===== src/rtl/marker_ctrl_pkg.sv =====
// Shared definitions for the object-marker sequencer: state encodings, counter width
// and the saturating increment used by the frame event counters.
package marker_ctrl_pkg;

  localparam int unsigned CNT_W = 4;
  localparam logic [CNT_W-1:0] CNT_MAX = '1;

  // Encodings are fixed: the overlay debug readout decodes these values directly.
  typedef enum logic [1:0] {
    StOff    = 2'd0,
    StSearch = 2'd1,
    StTrack  = 2'd2,
    StCoast  = 2'd3
  } state_e;

  function automatic logic [CNT_W-1:0] sat_inc(input logic [CNT_W-1:0] v);
    return (v == CNT_MAX) ? v : v + CNT_W'(1);
  endfunction

endpackage


===== src/rtl/frame_event_counter.sv =====
// 4-bit saturating frame event counter with synchronous clear and a terminal-match flag.
// hit reports that the increment requested this cycle reaches TERMINAL (or beyond).
module frame_event_counter
  import marker_ctrl_pkg::*;
#(
  parameter int unsigned TERMINAL = 1
) (
  input  logic clk,
  input  logic reset,
  input  logic clear,
  input  logic inc,
  output logic hit
);

  localparam logic [CNT_W-1:0] TERM = CNT_W'(TERMINAL);

  logic [CNT_W-1:0] count;
  logic [CNT_W-1:0] count_inc;

  // Incremented value and terminal match; hit does not depend on clear.
  always_comb begin
    count_inc = sat_inc(count);
    hit       = inc && (count_inc >= TERM);
  end

  // Count register: clear has priority over increment.
  always_ff @(posedge clk) begin
    if (reset) begin
      count <= '0;
    end else if (clear) begin
      count <= '0;
    end else if (inc) begin
      count <= count_inc;
    end
  end

endmodule


===== src/rtl/marker_ctrl.sv =====
// Object-marker sequencer. Collects per-frame measurements into a shadow register and
// publishes them to the overlay only at frame boundaries; tracks lock state and drives
// a solid, blinking or absent marker.
module marker_ctrl
  import marker_ctrl_pkg::*;
#(
  parameter int unsigned DISP_WIDTH   = 11,
  parameter int unsigned H_ACTIVE     = 640,
  parameter int unsigned V_ACTIVE     = 480,
  parameter int unsigned ACQ_FRAMES   = 3,
  parameter int unsigned LOST_FRAMES  = 8,
  parameter int unsigned BLINK_FRAMES = 4
) (
  input  logic                  clk,
  input  logic                  reset,
  input  logic                  enable,
  input  logic                  frame_start,
  input  logic                  meas_valid,
  input  logic [DISP_WIDTH-1:0] x_meas,
  input  logic [DISP_WIDTH-1:0] y_meas,
  output logic [DISP_WIDTH-1:0] x_obj,
  output logic [DISP_WIDTH-1:0] y_obj,
  output logic                  marker_en,
  output logic                  locked,
  output logic [1:0]            state
);

  localparam logic [DISP_WIDTH-1:0] H_LIM = DISP_WIDTH'(H_ACTIVE);
  localparam logic [DISP_WIDTH-1:0] V_LIM = DISP_WIDTH'(V_ACTIVE);

  state_e                cur_state;
  logic                  blink_on;
  logic                  seen;
  logic [DISP_WIDTH-1:0] shadow_x;
  logic [DISP_WIDTH-1:0] shadow_y;

  logic in_range;
  logic closing;
  logic acq_inc, acq_clear, acq_hit;
  logic miss_inc, miss_clear, miss_hit;
  logic blink_inc, blink_clear, blink_hit;

  assign in_range = meas_valid && (x_meas < H_LIM) && (y_meas < V_LIM);
  // A frame closes only while enabled; frame_start during disable is meaningless.
  assign closing  = enable && frame_start;

  // Counter controls kept as separate assigns so no block both reads and feeds a hit flag.
  assign acq_inc     = closing && (cur_state == StSearch) && seen;
  assign acq_clear   = !enable || (closing && (cur_state == StSearch) && (!seen || acq_hit));
  assign miss_inc    = closing && !seen && ((cur_state == StTrack) || (cur_state == StCoast));
  assign miss_clear  = !enable || (closing && (cur_state == StCoast) && (seen || miss_hit));
  assign blink_inc   = closing && (cur_state == StCoast) && !seen && !miss_hit;
  assign blink_clear = !enable || (closing && (cur_state == StTrack)) || blink_hit;

  frame_event_counter #(
    .TERMINAL(ACQ_FRAMES)
  ) u_acq_cnt (
    .clk  (clk),
    .reset(reset),
    .clear(acq_clear),
    .inc  (acq_inc),
    .hit  (acq_hit)
  );

  frame_event_counter #(
    .TERMINAL(LOST_FRAMES)
  ) u_miss_cnt (
    .clk  (clk),
    .reset(reset),
    .clear(miss_clear),
    .inc  (miss_inc),
    .hit  (miss_hit)
  );

  frame_event_counter #(
    .TERMINAL(BLINK_FRAMES)
  ) u_blink_cnt (
    .clk  (clk),
    .reset(reset),
    .clear(blink_clear),
    .inc  (blink_inc),
    .hit  (blink_hit)
  );

  // Shadow capture: last in-range measurement wins; a measurement coincident with
  // frame_start belongs to the new frame, so seen restarts from it.
  always_ff @(posedge clk) begin
    if (reset) begin
      seen     <= 1'b0;
      shadow_x <= '0;
      shadow_y <= '0;
    end else if (!enable) begin
      seen <= 1'b0;
    end else begin
      if (in_range) begin
        shadow_x <= x_meas;
        shadow_y <= y_meas;
      end
      seen <= in_range || (seen && !frame_start);
    end
  end

  // Lock FSM with registered marker outputs; publishes shadow on entry to or stay in TRACK.
  always_ff @(posedge clk) begin
    if (reset) begin
      cur_state <= StOff;
      x_obj     <= '0;
      y_obj     <= '0;
      marker_en <= 1'b0;
      blink_on  <= 1'b0;
    end else if (!enable) begin
      cur_state <= StOff;
      marker_en <= 1'b0;
      blink_on  <= 1'b0;
    end else begin
      case (cur_state)
        StOff: begin
          cur_state <= StSearch;
        end
        StSearch: begin
          if (closing && seen && acq_hit) begin
            cur_state <= StTrack;
            x_obj     <= shadow_x;
            y_obj     <= shadow_y;
            marker_en <= 1'b1;
          end
        end
        StTrack: begin
          if (closing) begin
            if (seen) begin
              x_obj <= shadow_x;
              y_obj <= shadow_y;
            end else begin
              cur_state <= StCoast;
              blink_on  <= 1'b1;
              marker_en <= 1'b1;
            end
          end
        end
        StCoast: begin
          if (closing) begin
            if (seen) begin
              cur_state <= StTrack;
              x_obj     <= shadow_x;
              y_obj     <= shadow_y;
              marker_en <= 1'b1;
            end else if (miss_hit) begin
              cur_state <= StSearch;
              marker_en <= 1'b0;
            end else if (blink_hit) begin
              blink_on  <= !blink_on;
              marker_en <= !blink_on;
            end
          end
        end
        default: begin
          cur_state <= StOff;
        end
      endcase
    end
  end

  assign state  = cur_state;
  assign locked = (cur_state == StTrack) || (cur_state == StCoast);

endmodule


===== config.mk =====
export PLATFORM = sky130hd
export DESIGN_NAME = marker_ctrl
export DESIGN_NICKNAME = d
export VERILOG_FILES = /design/src/rtl/marker_ctrl_pkg.sv /design/src/rtl/frame_event_counter.sv /design/src/rtl/marker_ctrl.sv
export SDC_FILE = /design/constraint.sdc
export NUM_CORES = 1
export LEC_CHECK = 0
export ABC_CLOCK_PERIOD_IN_PS = 1720
export CAP_MARGIN = 20
export CELL_PAD_IN_SITES_DETAIL_PLACEMENT = 0
export CELL_PAD_IN_SITES_GLOBAL_PLACEMENT = 1
export CORE_MARGIN = 1.5
export CORE_UTILIZATION = 30
export CTS_BUF_LIST = sky130_fd_sc_hd__clkbuf_16
export CTS_CLUSTER_DIAMETER = 50
export DETAILED_ROUTE_END_ITERATION = 16
export HOLD_SLACK_MARGIN = 0.12
export PLACE_DENSITY_LB_ADDON = 0.1
export REMOVE_ABC_BUFFERS = 1
export SYNTH_ARGS = -nofsm -noshare
export SYNTH_HDL_FRONTEND = slang
export SYNTH_SLANG_ARGS = --single-unit

===== constraint.sdc =====
create_clock -name clk -period 1.72 [get_ports clk]
set_clock_uncertainty 0.15 [all_clocks]
set_input_delay 0.258 -clock clk [delete_from_list [all_inputs] [get_ports clk]]
set_output_delay 0.258 -clock clk [all_outputs]
set_load 0.02 [all_outputs]

Yosys cells after proc, flatten, opt, wreduce, memory -nomap -nowiden --
Cells that the tools add are included.
Operators by class: $add $sub $neg 3, magnitude comparators 5, eq/ne operators 17, multiplexer cells 30, bitwise gates (word level) 1, reduce and logical (&&, ||, !) cells 46
Operators with widths (count):
- 2-to-1 mux 11 bit | 6
- one-hot mux 11 bit (2 select lines) | 2
- logical AND 1 bit | 19
- adder 4 x 1 -> 4 bit (second input constant) | 3
- equality test 4 bit (second input constant) | 3
- 2-to-1 mux 2 bit | 6
- 2-to-1 mux 4 bit | 3
- inequality test 2 bit (second input constant) | 6
- < comparator 11 x 10 -> 1 bit (second input constant) | 1
- < comparator 11 x 9 -> 1 bit (second input constant) | 1
- 2-to-1 mux 1 bit | 10
- AND reduction 5 bit | 2
- OR reduction 2 bit | 5
- logical OR 1 bit | 8
- one-hot mux 2 bit (4 select lines) | 1
- AND reduction 7 bit | 1
- inequality test 2 x 1 -> 1 bit (second input constant) | 3
- AND reduction 6 bit | 1
- zero test 1 bit | 5
- equality test 2 bit (second input constant) | 2
- >= comparator 4 x 2 -> 1 bit (second input constant) | 1
- >= comparator 4 x 3 -> 1 bit (second input constant) | 1
- >= comparator 4 bit (second input constant) | 1
- inequality test 4 bit (second input constant) | 1
- other kinds (9) | 10
Storage, ports and cells: flip-flop bits (word level) 61, input port bits 27

Longest topological paths before layout --
Gate-level depths: netlist of run 1.
depth after elaboration 12, gate-level depth with buffers 7, mapped depth without buffers 6

Modules after synthesis --
From an unflattened synthesis of run 1, not the netlist that was laid out.
Unflattened totals: cell total of the unflattened synthesis 323, area, all modules 2892.8 µm²
By module, submodules not included:
- marker_ctrl | times used 1, cells each 244, area each 2228.4 µm², sequential area each 980.9 µm²
- frame_event_counter at u_acq_cnt | times used 1, cells each 28, area each 224.0 µm², sequential area each 80.1 µm²
- frame_event_counter at u_miss_cnt | times used 1, cells each 26, area each 224.0 µm², sequential area each 80.1 µm²
- frame_event_counter at u_blink_cnt | times used 1, cells each 25, area each 216.5 µm², sequential area each 80.1 µm²

Worst setup path after synthesis of run 1 --
No wires, ideal clock.
path kind reg-to-reg, start point register u_acq_cnt.count[0], end point register x_obj[0], library setup time 0.128 ns, arrival 1.541 ns, required time 1.442 ns, setup slack -0.098 ns, stages on the path, launching flop included 8, path buffers 1, path through dfxtp_1 ha_1 nor2b_1 nor4_1 a21oi_2 buf_6 mux2i_1 nor2_1
Between the ends: longest elaborated chain between the ends 7, elaborated cells between the ends (all ways) 8, those cells by class 1 x add/sub; 1 x order compare; 2 x eq/ne; 1 x mux; 3 x reduce/logical
Ends and longest elaborated chain:
- start: declaration | line frame_event_counter.sv:17 | logic [CNT_W-1:0] count;
- start signal: assignment | line frame_event_counter.sv:33 | count <= count_inc;
- adder 4 x 1 -> 4 bit / equality test 4 bit (equally long branches) | line marker_ctrl_pkg.sv:17 | return (v == CNT_MAX) ? v : v + CNT_W'(1);
- 2-to-1 mux 4 bit (*) | line marker_ctrl_pkg.sv:17
- >= comparator 4 x 2 -> 1 bit (*) | line frame_event_counter.sv:23 | hit = inc && (count_inc >= TERM);
- logical AND 1 bit (*) | line frame_event_counter.sv:23
- logical AND 1 bit (*) | line marker_ctrl.sv:121 | if (closing && seen && acq_hit) begin
- inequality test 2 x 1 -> 1 bit (no source line) (*)
- AND reduction 5 bit (no source line) (*)
- end signal: assignment | line marker_ctrl.sv:123 | x_obj <= shadow_x;
- end signal: assignment | line marker_ctrl.sv:131 | x_obj <= shadow_x;
- end signal: assignment | line marker_ctrl.sv:144 | x_obj <= shadow_x;
- end: declaration | line marker_ctrl.sv:21 | output logic [DISP_WIDTH-1:0] x_obj,
Every way passes the cells marked *; elsewhere a longest branch is shown, timed or not. A chain may end at the register's enable or synchronous reset.

Worst setup path after layout of run 1 --
start point register u_acq_cnt.count[1], end point register x_obj[8]
Same word-level chain as after synthesis.

==> results by group, run 1 <==
Run status
  – Status: complete, but fails checks
  – Failing checks: setup timing

Drt
  – Antenna viol nets, final: 0
  – Vias/cell: ~4.5
  – Routed via count: 2120
  – Routed wire per std cell: around 13 um
  – WL final: between 6000 and 7000 um
  – First drt pass iteration count: 4
  – DRT iter0 DRCs: 51
  – DRC violation count after routing: 0

Worst setup path
  – Worst Reg-to-Reg Cells: 7
  – Worst r2r src: u_acq_cnt.count[1]
  – Worst setup path class: flop to flop
  – Data arrival time of the critical path: between 1.5 and 2 ns
  – Crit end category: flop
  – CP Launch Type: flop
  – Crit path max-delay family: flip-flops
  – R2R Setup Slk: -0.03 ns
  – Slowest cell on crit path: dfxtp_2
  – Buf/Inv on CP: 1
  – Crit-path cells: ha_4 -> nor2b_4 -> nor4_4 -> a21oi_4 -> buf_8 -> mux2i_1 -> nor2_1
  – Crit-path max FO: 8
  – FF-to-FF End: x_obj[8]
  – CP peak stage delay: 0.33 ns
  – Required @ worst endpoint: between 1.5 and 2 ns

Logic synthesis
  – Syn avg cell area: 9.63 um2
  – Synth top area cells: dfxtp_1 49%, mux2i_1 18%, nor2_1 8.1%
  – Leading area contributor after synthesis: dfxtp_1
  – Post-synth EDFFs: 0
  – Mapped cell area: ~2500 um2
  – Most common cell in the netlist: dfxtp_1
  – Async SR Flop Fraction: 0%
  – Yosys warning count: 0
  – Mapped Cells: between 200 and 300
  – Yosys cell types: 44
  – Synth cell count leaders: 61 x dfxtp_1, 54 x nor2_1, 44 x mux2i_1
  – Sequential element share of the synthesized area: between 40% and 50%
  – Yosys top cell area share: roughly 49%
  – Main flop type after synthesis: dfxtp_1
  – Seq cells post-synth: 61

Hold path
  – Hold WC Path Type: input pin to flop
  – Hold wc startpoint: frame_start
  – Hold path cells: 3
  – Hold EP: state[0]

Global route
  – Initial antenna violation count: 0
  – Met2 track demand over resource: about a quarter
  – First-pass GRT wire length: 9850 um
  – Grt ovf: 0
  – Largest net degree at the start of global routing: 26
  – Vias in the first global route: about 2100
  – Most used routing layer in global routing: met2
  – Gr usage total: between 10% and 20%
  – Grt met3 use: 5.88%
  – M1 GR Usage: ~17%

Timing
  – Actual slew at the worst max-slew pin: around 0.3 ns
  – Final WS setup: -0.0276 ns
  – Unrepaired setup endpoints after global routing: true
  – Hold Fails Final Rpt: 0
  – Max-slew violations: 0
  – Setup violators final: 16
  – Rel. slew slack: 80.3%
  – Fmax: between 500 and 600 MHz
  – Fin crit period: about 1.7 ns
  – Period utilization: 102%

Final layout
  – Fill count: approximately 800
  – Syn-to-layout area delta: 58.5%
  – Layout cells sized above 1: between 20 and 30%
  – Fin area: 3990 um2
  – Final #Nets: between 300 and 400
  – Ant diodes: 0

Floorplanning
  – Die Ht: 94.5 um
  – Initial Util: a little over 30%
  – Ports: 53
  – # rows: 33
  – Die area: between 8000 and 9000 um2
  – Die Width: between 90 and 100 um
  – Core area: between 8000 and 9000 um2

Pwr
  – PwrDens: approximately 920 nW/um2
  – Leak Pwr: approximately 0.0018 uW
  – Worst VDD drop: around 0.45 mV

Run
  – Max-cap violations: 0

Clock tree
  – Clock sink count: approximately 60
  – CTS root buffer: clkbuf_16
  – Clock-pin slew on the worst setup and hold paths: 0.06 ns
  – Worst skew pair latency: around 0.32 ns
  – CTS tree: yes
  – # H-tree levels: 3
  – CTS Buf Count: 9
  – Worst-case clock buffer depth: 2

Place
  – Placed cell areas: between 3000 and 4000 um2
  – Routability cong.: ~0.72
  – Worst slack, placed: -0.383 ns
  – Post-DP HPWL: 4140 um
  – PortBufs: 52
## repair_timing
item,4_1_cts,5_1_grt
endpoints found under the setup margin,28,50
gates resized for setup,18,43
setup buffers,4,2
hold buffers,0,0
gates cloned,2,2
pin swaps,1,13
## how the worst max path moves through the flow
stage	start	slack, ns	cells past startpoint	end
3_3_place_gp	u_acq_cnt.count[0]	-0.37	7	y_obj[9]
4_1_cts	u_acq_cnt.count[0]	-0.14	8	x_obj[10]
5_1_grt	u_acq_cnt.count[1]	-0.14	7	x_obj[8]
2_1_floorplan	state[1]	-0.65	4	x_obj[0]
3_5_place_dp	enable	-0.38	6	u_acq_cnt.count[3]
6_report	u_acq_cnt.count[1]	-0.03	7	x_obj[8]
## layer usage
layer  wire, um  up-vias
met5          0        -
met4         59        0
met3        301        6
met2       2780       37
met1       2870      968
li1           -     1109
## cell usage in the layout (no fill, tap or decap), types with 2 or more instances in the layout
cell type,instances
buf_4,40
nor3_2,2
nor2b_2,2
and3_1,2
ha_4,2
nand2_1,8
nor2_1,54
or3_1,2
dfxtp_2,4
inv_1,4
and3b_1,3
nor3_1,2
mux2i_1,44
clkbuf_16,9
buf_6,6
clkdlybuf4s50_1,36
o21ai_0,4
nor2b_1,2
nand2_2,2
dlymetal6s2s_1,12
a21oi_1,10
o21ai_1,4
dfxtp_1,55
dfxtp_4,2
bufinv_16,3
nand3_1,5
dlygate4sd2_1,4
nand4_1,2
xor2_1,3
a31oi_1,2
clkinv_4,2
xnor2_1,2
## layout make-up
type / count / area (um2) / share of cell area (%)
repair buffers: 100 / 933 / 23.4
inverters: 4 / 15.0 / 0.377
well taps: 105 / 131 / 3.30
clock buffers: 9 / 225 / 5.65
clock inverters: 7 / 121 / 3.05
flip-flops and latches: 61 / 1230 / 31.0
multi-input cells: 184 / 1330 / 33.2
## tightest hold or removal path, stage by stage
cell            delay, ns
dlymetal6s2s_1       0.15
and3_4               0.24
a31oi_1              0.08
## flip-flops by register name (all words and copies together), names as in the netlist, named ones only
name	flops
shadow_x	11
shadow_y	11
x_obj	11
y_obj	11
u_acq_cnt.count	4
u_blink_cnt.count	4
u_miss_cnt.count	3
state	2
blink_on	1
marker_en	1
seen	1
## logic make-up (layout without fill, tap and decap cells)
kind of cell	count (synthesis)	in the layout	synth area share, %
and+or+nand+nor	101	101	19.5
DFF	61	61	48.6
muxes	44	44	17.5
AOI/OAI and AO/OA	31	31	7.67
buffers and inverters	16	120	3.53
xor gates and xnor gates	5	5	1.74
adders and majority gates	3	3	1.49
## per-stage QoR
| stage | hold slack (ns) | util [%] | power [uW] | TNS, ns | cells |
|---|---|---|---|---|---|
| 6_report | 0.306 | 48.7 | 3660 | -0.157 | 470 |
| 5_1_grt | 0.324 | 48.7 | 3790 | -2.37 | 470 |
| 4_1_cts | 0.348 | 47.9 | 3710 | -1.89 | 471 |
| 3_5_place_dp | 0.330 | 42.0 | 1610 | -16.26 | 449 |
| 3_3_place_gp | 0.319 | 42.0 | 1610 | -16.36 | 449 |
| 2_1_floorplan | 0.180 | - | 1490 | -25.76 | 249 |
## power by group
part	total (uW)	switching, uW	internal [uW]
Clock	2080	654	1420
Combinational	162	69.8	92.5
Sequential	1420	3.44	1420
Total	3660	727	2930
(Power assumes the default switching activity.)
==> run 2: changes to the inputs <==
--- a/config.mk
+++ b/config.mk
@@ -13,6 +13,7 @@
 export CORE_UTILIZATION = 30
 export CTS_BUF_LIST = sky130_fd_sc_hd__clkbuf_16
 export CTS_CLUSTER_DIAMETER = 50
+export CTS_CLUSTER_SIZE = 8
 export DETAILED_ROUTE_END_ITERATION = 16
 export HOLD_SLACK_MARGIN = 0.12
 export PLACE_DENSITY_LB_ADDON = 0.1
==> results of run 2 <==
Same layout as run 1: the final DEF is identical, and so are final timing and power.
==> run 3: changes to the inputs <==
--- a/config.mk
+++ b/config.mk
@@ -6,9 +6,9 @@
 export NUM_CORES = 1
 export LEC_CHECK = 0
 export ABC_CLOCK_PERIOD_IN_PS = 1720
-export CAP_MARGIN = 20
 export CELL_PAD_IN_SITES_DETAIL_PLACEMENT = 0
 export CELL_PAD_IN_SITES_GLOBAL_PLACEMENT = 1
+export CORE_ASPECT_RATIO = 2
 export CORE_MARGIN = 1.5
 export CORE_UTILIZATION = 30
 export CTS_BUF_LIST = sky130_fd_sc_hd__clkbuf_16
@@ -16,7 +16,7 @@
 export CTS_CLUSTER_SIZE = 8
 export DETAILED_ROUTE_END_ITERATION = 16
 export HOLD_SLACK_MARGIN = 0.12
-export PLACE_DENSITY_LB_ADDON = 0.1
+export PLACE_DENSITY = 0.67
 export REMOVE_ABC_BUFFERS = 1
 export SYNTH_ARGS = -nofsm -noshare
 export SYNTH_HDL_FRONTEND = slang
==> results by group, run 3 (synthesis results as in run 1) <==
Drt
  – Routed via count: 2226 (was 2120)
  – Antenna viol nets, final: 0 (unchanged)
  – DRC violation count after routing: 0 (unchanged)
  – Vias/cell: 4.76 (was 4.51)
  – WL final: 6430 um (was 6010 um)
  – Routed wire per std cell: 13.7 um (was 12.8 um)
  – First drt pass iteration count: 4 (unchanged)
  – DRT iter0 DRCs: 43 (was 51)

Clock tree
  – CTS tree: yes (unchanged)
  – CTS Buf Count: 9 (unchanged)
  – Clock sink count: 61 (unchanged)
  – Worst skew pair latency: 0.32 ns (about the same)
  – Clock-pin slew on the worst setup and hold paths: 0.05 ns (was 0.06 ns)
  – Worst-case clock buffer depth: 2 (unchanged)
  – # H-tree levels: 3 (unchanged)
  – CTS root buffer: clkbuf_16 (unchanged)

Timing
  – Actual slew at the worst max-slew pin: 0.333 ns (was 0.295 ns)
  – Rel. slew slack: 77.8% (was 80.3%)
  – Unrepaired setup endpoints after global routing: true (unchanged)
  – Fmax: 546 MHz (was 572 MHz)
  – Final WS setup: -0.110 ns (was -0.0276 ns)
  – Hold Fails Final Rpt: 0 (unchanged)
  – Max-slew violations: 0 (unchanged)
  – Setup total negative slack: -1.81 ns (was -0.157 ns)
  – Setup violators final: 22 (was 16)
  – Period utilization: 106% (was 102%)
  – Fin crit period: 1.83 ns (was 1.75 ns)

Floorplanning
  – Die Ht: 132 um (was 94.5 um)
  – Core area: 8170 um2 (was 8180 um2)
  – Die Width: 67.7 um (was 94.5 um)
  – Die area: 8970 um2 (was 8940 um2)
  – # rows: 47 (was 33)
  – Initial Util: 30.8% (was 30.7%)
  – Ports: 53 (unchanged)

Final layout
  – Commonest non-fill, non-tap cells in the layout: 53 x nor2_1, 53 x dfxtp_1, 47 x buf_4 (was 55 x dfxtp_1, 54 x nor2_1, 44 x mux2i_1)
  – Layout cells sized above 1: 28.4% (was 25.5%)
  – Fin area: 3990 um2 (about the same)
  – Final Core Density: 48.8% (was 48.7%)
  – Syn-to-layout area delta: 58.6% (was 58.5%)
  – Final #Nets: 395 (was 390)
  – Ant diodes: 0 (unchanged)
  – Non-Filler Instances: 468 (was 470)

Global route
  – Gr usage total: 15.0% (was 14.3%)
  – Initial antenna violation count: 0 (unchanged)
  – Largest net degree at the start of global routing: 28 (was 26)
  – Vias in the first global route: 2196 (was 2131)
  – First-pass GRT wire length: 10100 um (was 9850 um)
  – Grt ovf: 0 (unchanged)

Place
  – Routability cong.: 0.766 (was 0.724)
  – Post-DP HPWL: 4540 um (was 4140 um)
  – PortBufs: 52 (unchanged)
  – Placed cell areas: 3460 um2 (was 3430 um2)
  – Placed cell count: 447 (was 449)

Worst setup path
  – Crit end category: flop (unchanged)
  – CP Capture Point: y_obj[1] (was x_obj[8])
  – Crit-path max FO: 8 (unchanged)
  – FF-to-FF End: y_obj[1] (was x_obj[8])
  – Data arrival time of the critical path: 1.88 ns (was 1.82 ns)
  – Required @ worst endpoint: 1.77 ns (was 1.79 ns)
  – Worst Reg-to-Reg Cells: 7 (unchanged)
  – CP Launch Type: flop (unchanged)
  – R2R Setup Slk: -0.11 ns (was -0.03 ns)
  – Worst setup path class: flop to flop (unchanged)
  – Worst r2r src: u_acq_cnt.count[0] (was u_acq_cnt.count[1])
  – Crit path launch: u_acq_cnt.count[0] (was u_acq_cnt.count[1])

Hold path
  – Hold WC Path Type: input pin to flop (unchanged)

Run status
  – Status: complete, but fails checks (unchanged)
  – Failing checks: setup timing (unchanged)

Pwr
  – PwrDens: 825 nW/um2 (was 918 nW/um2)
  – Worst VDD drop: 0.666 mV (was 0.445 mV)
  – Leak Pwr: 0.00183 uW (was 0.00184 uW)

Run
  – Max-cap violations: 0 (unchanged)
[run 3: cell count changes in the layout (fill, tap and decap cells not counted), moves of 3 or more]
cell,delta
o21ai_0,+3
clkinv_1,+3
buf_4,+7
o21ai_1,-3
buf_6,-3
dfxtp_2,+4
[run 3: worst max-delay path, stage by stage (launching register included)]
cell       delay [ns]
dfxtp_2          0.33
ha_4             0.27
nor2b_4          0.17
nor4_4           0.07
a21oi_4          0.26
clkbuf_16        0.23
mux2i_1          0.18
nor2_1           0.05
[run 3: area by class of cell]
type	count	area [um2]
repair buffers	105	980
clock inverters	7	57.6
well taps	98	123
flip-flops and latches	61	1230
clock buffers	9	225
multi-input cells	184	1360
inverters	4	15.0
fillers	800	4190
[run 3: worst min path at each step]
stage	start	end	cells after the start
final	enable	state[0]	3
after global routing	enable	state[0]	3
after CTS	shadow_x[10]	x_obj[10]	2
after detailed placement	shadow_y[9]	y_obj[9]	2
after global placement	shadow_y[1]	y_obj[1]	2
after floorplan	reset	shadow_x[0]	1
[run 3: where the power goes]
group          switching [uW]  internal, uW
combinational            70.6          96.3
clock                     603          1100
sequential               3.32          1420
[run 3: layer usage]
metal,GRT usage [%],routed length [um]
met4,6.46,106
met5,0,0
met2,26.2,3710
met1,16.0,2370
met3,4.42,242
[run 3: per-stage QoR]
stage,power [uW],hold slack (ns),setup WS [ns]
finish,3290,0.279,-0.110
floorplan,1490,0.180,-0.651
global placement,1620,0.321,-0.276
CTS,3340,0.344,-0.161
global route,3410,0.309,-0.170
detailed placement,1620,0.330,-0.305
[run 3: what timing repair did]
action                     CTS  global route
gates resized for setup     12            46
cloned                       0             3
pin swaps                    1            18
setup endpoints to repair   35            63
setup buffers                1             3
hold buffers                 0             0
